===== src/rtl/interrupt_controller.sv =====
// Single-level interrupt responder: accepts a software or hardware request,
// drains the front end, vectors fetch to the handler and returns to the saved PC.
module interrupt_controller #(
    parameter logic [15:0] HANDLER_ADDR = 16'h0008,
    parameter logic [3:0]  HW_CAUSE     = 4'hF,
    parameter int          FLUSH_CYCLES = 2
) (
    input  logic        clk,
    input  logic        rst,
    input  logic        interruptSignal,
    input  logic [3:0]  interruptIndex,
    input  logic        eret,
    input  logic        hwIrq,
    input  logic [15:0] pcNext,
    output logic        stall,
    output logic        pcLoad,
    output logic [15:0] pcTarget,
    output logic [15:0] epc,
    output logic [3:0]  cause,
    output logic        inHandler,
    output logic [15:0] intCount
);

    localparam logic [2:0] IDLE    = 3'd0;
    localparam logic [2:0] FLUSH   = 3'd1;
    localparam logic [2:0] VECTOR  = 3'd2;
    localparam logic [2:0] HANDLER = 3'd3;
    localparam logic [2:0] RETURN  = 3'd4;

    localparam logic [3:0] FLUSH_LOAD = 4'(FLUSH_CYCLES - 1);

    logic [2:0] state;
    logic [2:0] nextState;
    logic [3:0] flushCount;
    logic       swReq;
    logic       accept;

    // Strobes from the decoder are active-low; software wins over hardware.
    assign swReq  = ~interruptSignal;
    assign accept = (state == IDLE) && (swReq || hwIrq);

    always_comb begin
        nextState = state;
        case (state)
            IDLE:    if (accept) nextState = FLUSH;
            FLUSH:   if (flushCount == 4'd0) nextState = VECTOR;
            VECTOR:  nextState = HANDLER;
            HANDLER: if (!eret) nextState = RETURN;
            RETURN:  nextState = IDLE;
            default: nextState = IDLE;
        endcase
    end

    always_ff @(posedge clk or posedge rst) begin
        if (rst) begin
            state <= IDLE;
        end else begin
            state <= nextState;
        end
    end

    // The drain counter is loaded on the accept edge so FLUSH lasts exactly FLUSH_CYCLES.
    always_ff @(posedge clk or posedge rst) begin
        if (rst) begin
            flushCount <= 4'd0;
        end else if (accept) begin
            flushCount <= FLUSH_LOAD;
        end else if (state == FLUSH && flushCount != 4'd0) begin
            flushCount <= flushCount - 4'd1;
        end
    end

    always_ff @(posedge clk or posedge rst) begin
        if (rst) begin
            epc      <= 16'h0000;
            cause    <= 4'h0;
            intCount <= 16'h0000;
        end else if (accept) begin
            epc      <= pcNext;
            cause    <= swReq ? interruptIndex : HW_CAUSE;
            intCount <= intCount + 16'd1;
        end
    end

    always_comb begin
        stall     = 1'b0;
        pcLoad    = 1'b0;
        pcTarget  = 16'h0000;
        inHandler = 1'b0;
        case (state)
            FLUSH: begin
                stall = 1'b1;
            end
            VECTOR: begin
                stall     = 1'b1;
                pcLoad    = 1'b1;
                pcTarget  = HANDLER_ADDR;
                inHandler = 1'b1;
            end
            HANDLER: begin
                inHandler = 1'b1;
            end
            RETURN: begin
                stall    = 1'b1;
                pcLoad   = 1'b1;
                pcTarget = epc;
            end
            default: begin
                stall = 1'b0;
            end
        endcase
    end

endmodule


===== config.mk =====
export PLATFORM = sky130hd
export DESIGN_NAME = interrupt_controller
export DESIGN_NICKNAME = d
export VERILOG_FILES = /design/src/rtl/interrupt_controller.sv
export SDC_FILE = /design/constraint.sdc
export NUM_CORES = 1
export LEC_CHECK = 0
export CORE_ASPECT_RATIO = 1.75
export CORE_MARGIN = 1
export CORE_UTILIZATION = 30
export DETAILED_ROUTE_END_ITERATION = 10
export PLACE_DENSITY = 0.54
export REMOVE_ABC_BUFFERS = 1
export SLEW_MARGIN = 20
export SYNTH_ARGS = -nofsm -noshare
export SYNTH_HDL_FRONTEND = slang
export SYNTH_SLANG_ARGS = --single-unit

===== constraint.sdc =====
create_clock -name clk -period 2.5 [get_ports clk]
set_input_delay 0.25 -clock clk [delete_from_list [all_inputs] [get_ports clk]]
set_output_delay 0.25 -clock clk [all_outputs]
set_load 0.02 [all_outputs]

* Yosys cells after proc, flatten, opt, wreduce, memory -nomap -nowiden
Index checks and enable logic that the tools add are counted.
W data, S select, Z words.
** Cells by class
- Add/subtract/negate cells :: 2
- Eq/ne operators :: 7
- Mux-type cells :: 11
- Bitwise gates (word level) :: 1
- Reductions and logical operators :: 11
** Operators with widths (count)
- $pmux W16 S2 :: 1
- $add A16 B1 Y16 const B :: 1
- $mux W4 :: 3
- $pmux W3 S4 :: 1
- $mux W3 :: 3
- $eq A3 B2 Y1 const B :: 2
- $ne A2 B2 Y1 const B :: 3
- $logic_not A4 Y1 :: 1
- $reduce_bool A4 Y1 :: 1
- $reduce_or A2 Y1 :: 2
- $sub A4 B1 Y4 const B :: 1
- $eq A3 B1 Y1 const B :: 1
- $eq A3 B3 Y1 const B :: 1
- $logic_not A3 Y1 :: 1
- $mux W1 :: 3
- $reduce_and A3 Y1 :: 1
- $reduce_or A3 Y1 :: 1
- $logic_and A1 B1 Y1 :: 2
- $reduce_bool A2 Y1 :: 1
- $logic_or A1 B1 Y1 :: 1
- $not A1 Y1 :: 1
** Storage, ports and cells
- Bits in registers :: 43
- Input port bits :: 25
- Output and inout bits :: 55
- Logic and storage cells :: 37

* Longest topological paths before layout
Gate-level depths: netlist of the first run.
- Depth after elaboration :: 5
- Depth in mapped cells :: 7
- Mapped depth without buffers :: 6

* Least setup slack after synthesis of the first run
OpenSTA, ideal clock, no wires.
- Kind :: register to output
- Start :: register state[1]
- End :: output pcTarget[10]
- Arrival :: 1.290 ns
- Data required time :: 2.250 ns
- Path slack :: 0.960 ns
- Stages on the path, launching flop included :: 7
- Buffers on the path :: 2
- Cells stage by stage :: dfrtp_1 buf_4 inv_1 nand2_1 nor2_1 clkbuf_1 and2_1
** On the way
- Longest elaborated chain between the ends :: 2
- Elaborated cells on any way between the ends :: 3
- Those cells by class :: eq/ne (2); mux (1)
** RTL lines
- from (decl) :: RTL line 32 : logic [2:0] state;
- from (signal assigned) :: RTL line 58 : state <= nextState;
- $eq A3 B3 Y1 or $eq A3 B2 Y1 (tied branches) :: RTL line 90 : case (state)
- $pmux W16 S2 * :: RTL line 90
- to (decl) :: RTL line 17 : output logic [15:0] pcTarget,
Every way passes the cells marked *; elsewhere a longest branch is shown, timed or not.

* Worst setup path in the final report of the first run
Same ends and word-level chain as after synthesis.

==> results of run 1 <==
## power groups by stage
stage / Combinational [mW] / Clock, mW / Sequential (mW)
floorplan: 0.636 / 0 / 1.37
global placement: 1.50 / 0 / 1.20
detailed placement: 1.51 / 0 / 1.20
CTS: 1.52 / 0.698 / 1.19
global route: 1.63 / 0.729 / 1.22
finish: 1.49 / 0.673 / 1.18
## layout make-up
type	instances	area, sq um	area share
sequential	43	1080	0.349
multi-input combinational	152	902	0.292
timing repair buffer	83	821	0.266
clock buffer	8	156	0.0507
tap	82	103	0.0333
inverter	7	26.3	0.00852
## per-stage QoR
stage          hold slack [ps]  setup WS (ps)  total power, mW  cells
6_report                   307            187             3.35    375
5_1_grt                    346           65.5             3.59    375
4_1_cts                    320            148             3.41    375
3_5_place_dp               456            454             2.71    367
3_3_place_gp               464            477             2.70    367
2_1_floorplan              355            949             2.01    202
## how the worst max path moves through the flow
stage                         start      endpoint  slack [ps]  depth (start not counted)
3_5_place_dp   state[1]$_DFFE_PP0P_  pcTarget[10]         450                          6
3_3_place_gp   state[1]$_DFFE_PP0P_  pcTarget[10]         480                          6
5_1_grt        state[1]$_DFFE_PP0P_  pcTarget[12]          70                          6
6_report       state[1]$_DFFE_PP0P_  pcTarget[10]         190                          6
2_1_floorplan  state[1]$_DFFE_PP0P_   pcTarget[0]         950                          4
4_1_cts        state[1]$_DFFE_PP0P_  pcTarget[10]         150                          6
## routing by layer
layer	routed length (um)	global-route usage	vias to the layer above	part of all wire
met2	2650	0.247	52	0.54
met3	223	0.0287	4	0.046
met5	0	0	-	0
met4	61	0.0578	0	0.012
met1	1960	0.172	780	0.40
li1	-	-	837	-
## flip-flops by register name (all words and copies together), names as in the netlist
signal,flops
epc,16
intCount,16
cause,4
flushCount,4
state,3
## cells by family (layout without fill, tap and decap cells)
family	Yosys count	after routing	synth area share
mux	1	1	0.00544
xor+xnor	19	19	0.0804
buf+inv	16	98	0.0441
fa+ha+maj	3	3	0.0181
compound gates	9	9	0.0327
flops	43	43	0.520
simple gates	120	120	0.299
## cells in the final DEF, fill, tap and decap left out, drive strengths merged, types with 3 or more instances in the layout
cell	instances
nand3	8
xnor2	6
xor2	13
ha	3
and2	18
nor3	6
nand4	4
nor2	12
buf	4
inv	6
nand2	60
clkdlybuf4s50	79
clkbuf	8
o22a	4
dfrtp	43
## Yosys cell counts
cell	n
nand2_1	58
dfrtp_1	43
and2_1	16
xor2_1	13
nor2_1	12
nand3_1	8
inv_1	7
xnor2_1	6
buf_4	4
nand4_1	4
o22a_1	4
ha_1	3
nor3_1	3
a21oi_1	2
and4_1	2
buf_6	2
clkbuf_1	2
nand2_2	2
nand2b_1	2
nor3_2	2
nor3b_1	2
or2b_1	2
a211oi_1	1
a22oi_1	1
and2_2	1
and2_4	1
buf_2	1
mux2_2	1
nor3_4	1
nor4_1	1
nor4_2	1
nor4b_4	1
o21bai_1	1
or3b_2	1
==> summary.md, run 1 <==
| Metric | Value |
|---|---|
| Mean Syn Cell Area | ~9.8 sq um |
| Core ar. | 0.00659 sq mm |
| Rel. slew slack | 0.537 |
| Fin Clk Skew | between 3 and 4 ps |
| CTS buffer count | 5 |
| Critical path arrival | 2060 ps |
| CP bufs+invs | 3 |
| Reg-to-Reg Start | flushCount[0]$_DFFE_PP0P_ |
| Via count | between 1500 and 2000 |
| Via/cell ratio | about 4.5 |
| Sw Ratio | 0.377 |
| Post-layout min period | between 2000 and 2500 ps |
| Internal | 2.08 mW |
| Largest net degree at the start of global routing | 20 |
| CP required | 2250 ps |
| Worst path slowest cell | clkdlybuf4s50_1 |
| CP top delay family | buffers and inverters |
| First-pass GRT wire length | 7.89 mm |
| CP max stage delay | about 610 ps |
| Clock root buffer master | clkbuf_16 |
| Global placer's final weighted congestion | roughly 0.77 |
| Diodes inserted | 0 |
| Synthesis-to-layout area growth | 49.0% |
| 1st-iter DRT viols | 41 |
| Final Net Count | 320 |
| Synthesis Warnings | 0 |
| Comb pwr share | 0.445 |
| WL per Instance | around 13 um |
| Fin. Hold Viols | 0 |
| Reg power frac | 0.354 |
| Ports | 80 |
| Setup Fix Bufs, Post-CTS | 0 |
| Final setup viols | 0 |
| Worst-skew pair later-pin latency | about 280 ps |
| Initial antenna violation count | 0 |
| Share of layout cells above drive strength 1 | 0.0751 |
| Grt total ovfl | 0 |
| Synth Instances | ~210 |
| End of the worst register-to-register path | state[1]$_DFFE_PP0P_ |
| RSZ-0062 raised after global routing | false |
| Power Density | 1080 mW/mm^2 |
| Final wirelength | around 4.9 mm |
| Share of the synthesized area in the top cell type | 0.520 |
| CTS tree | yes |
| CTS sink count | 43 |
| Total of max-cap violations | 0 |
| Finished Core Util | 0.468 |
| Distinct cells, synth | 34 |
| Die X | ~65 um |
| Seq/Total Area, Yosys | 0.520 |
| Post-DP HPWL | between 3 and 4 mm |
| Status | complete, no violations |
| Crit-path cells | inv_1 -> nand2_1 -> nor2_1 -> buf_4 -> and2_1 -> clkdlybuf4s50_1 |
| Gr usage total | 0.144 |
| Clk buf depth | 2 |
| Worst reg2reg path depth | 5 |
| Vias in the first global route | between 1500 and 2000 |
| Synthesis-stage register bit count | 43 |
| Startpoint Class | flop |
| Die Ht | 112 um |
| Max VDD drop | about 0.60 mV |
| Max Slew Vio Count | 0 |
| Final TNS setup | 0 ps |
| Placed inst area | 0.00293 sq mm |
| Crit-path max FO | 15 |
| CTS resizes | 0 |
| Final instance area | 0.00308 sq mm |
| DRC | 0 |
| # H-tree levels | 2 |
| Std-Cell Rows | 39 |
| Pre-Repair DR Iteration Count | 4 |
| Dominant cells by area after synthesis | dfrtp_1 (52%), nand2_1 (11%), xor2_1 (5.5%) |
| Clock-pin slew on the worst setup and hold paths | 60 ps |
| Switching power | between 1 and 1.5 mW |
| R2r setup slk | approximately 880 ps |
| Leakage power | 1.39 nW |
| Final cycle utilization of the critical path | 0.925 |
| IO buf count | a little under 80 |
| Setup CP Type | reg2out |
| Initial Utilization | 0.314 |
| ANT nets after route | 0 |
| Die ar. | ~0.0072 sq mm |
| Actual slew at the worst max-slew pin | 690 ps |
| Clk pwr share | 0.201 |
| CP endpoint kind | output pin |
| Top cell type by total area after synthesis | dfrtp_1 |
| # fillers | 654 |
| # hold bufs at CTS | 0 |
| Hold Crit Class | in2async |
| Fmax | roughly 0.43 GHz |
| Syn Std Cell Area | 0.00207 sq mm |
(Power assumes the default switching activity.)
==> run 2, diff against run 1 <==
--- a/config.mk
+++ b/config.mk
@@ -6,7 +6,6 @@
 export NUM_CORES = 1
 export LEC_CHECK = 0
 export CORE_ASPECT_RATIO = 1.75
-export CORE_MARGIN = 1
 export CORE_UTILIZATION = 30
 export DETAILED_ROUTE_END_ITERATION = 10
 export PLACE_DENSITY = 0.54
==> results of run 2 <==
Same layout as run 1: the final DEF is identical, and so are final timing and power.
==> run 3, diff against run 2 <==
--- a/config.mk
+++ b/config.mk
@@ -7,6 +7,7 @@
 export LEC_CHECK = 0
 export CORE_ASPECT_RATIO = 1.75
 export CORE_UTILIZATION = 30
+export CTS_CLUSTER_SIZE = 25
 export DETAILED_ROUTE_END_ITERATION = 10
 export PLACE_DENSITY = 0.54
 export REMOVE_ABC_BUFFERS = 1
@@ -14,3 +15,4 @@
 export SYNTH_ARGS = -nofsm -noshare
 export SYNTH_HDL_FRONTEND = slang
 export SYNTH_SLANG_ARGS = --single-unit
+export TNS_END_PERCENT = 1
==> results of run 3 <==
Same layout as run 1: the final DEF is identical, and so are final timing and power.
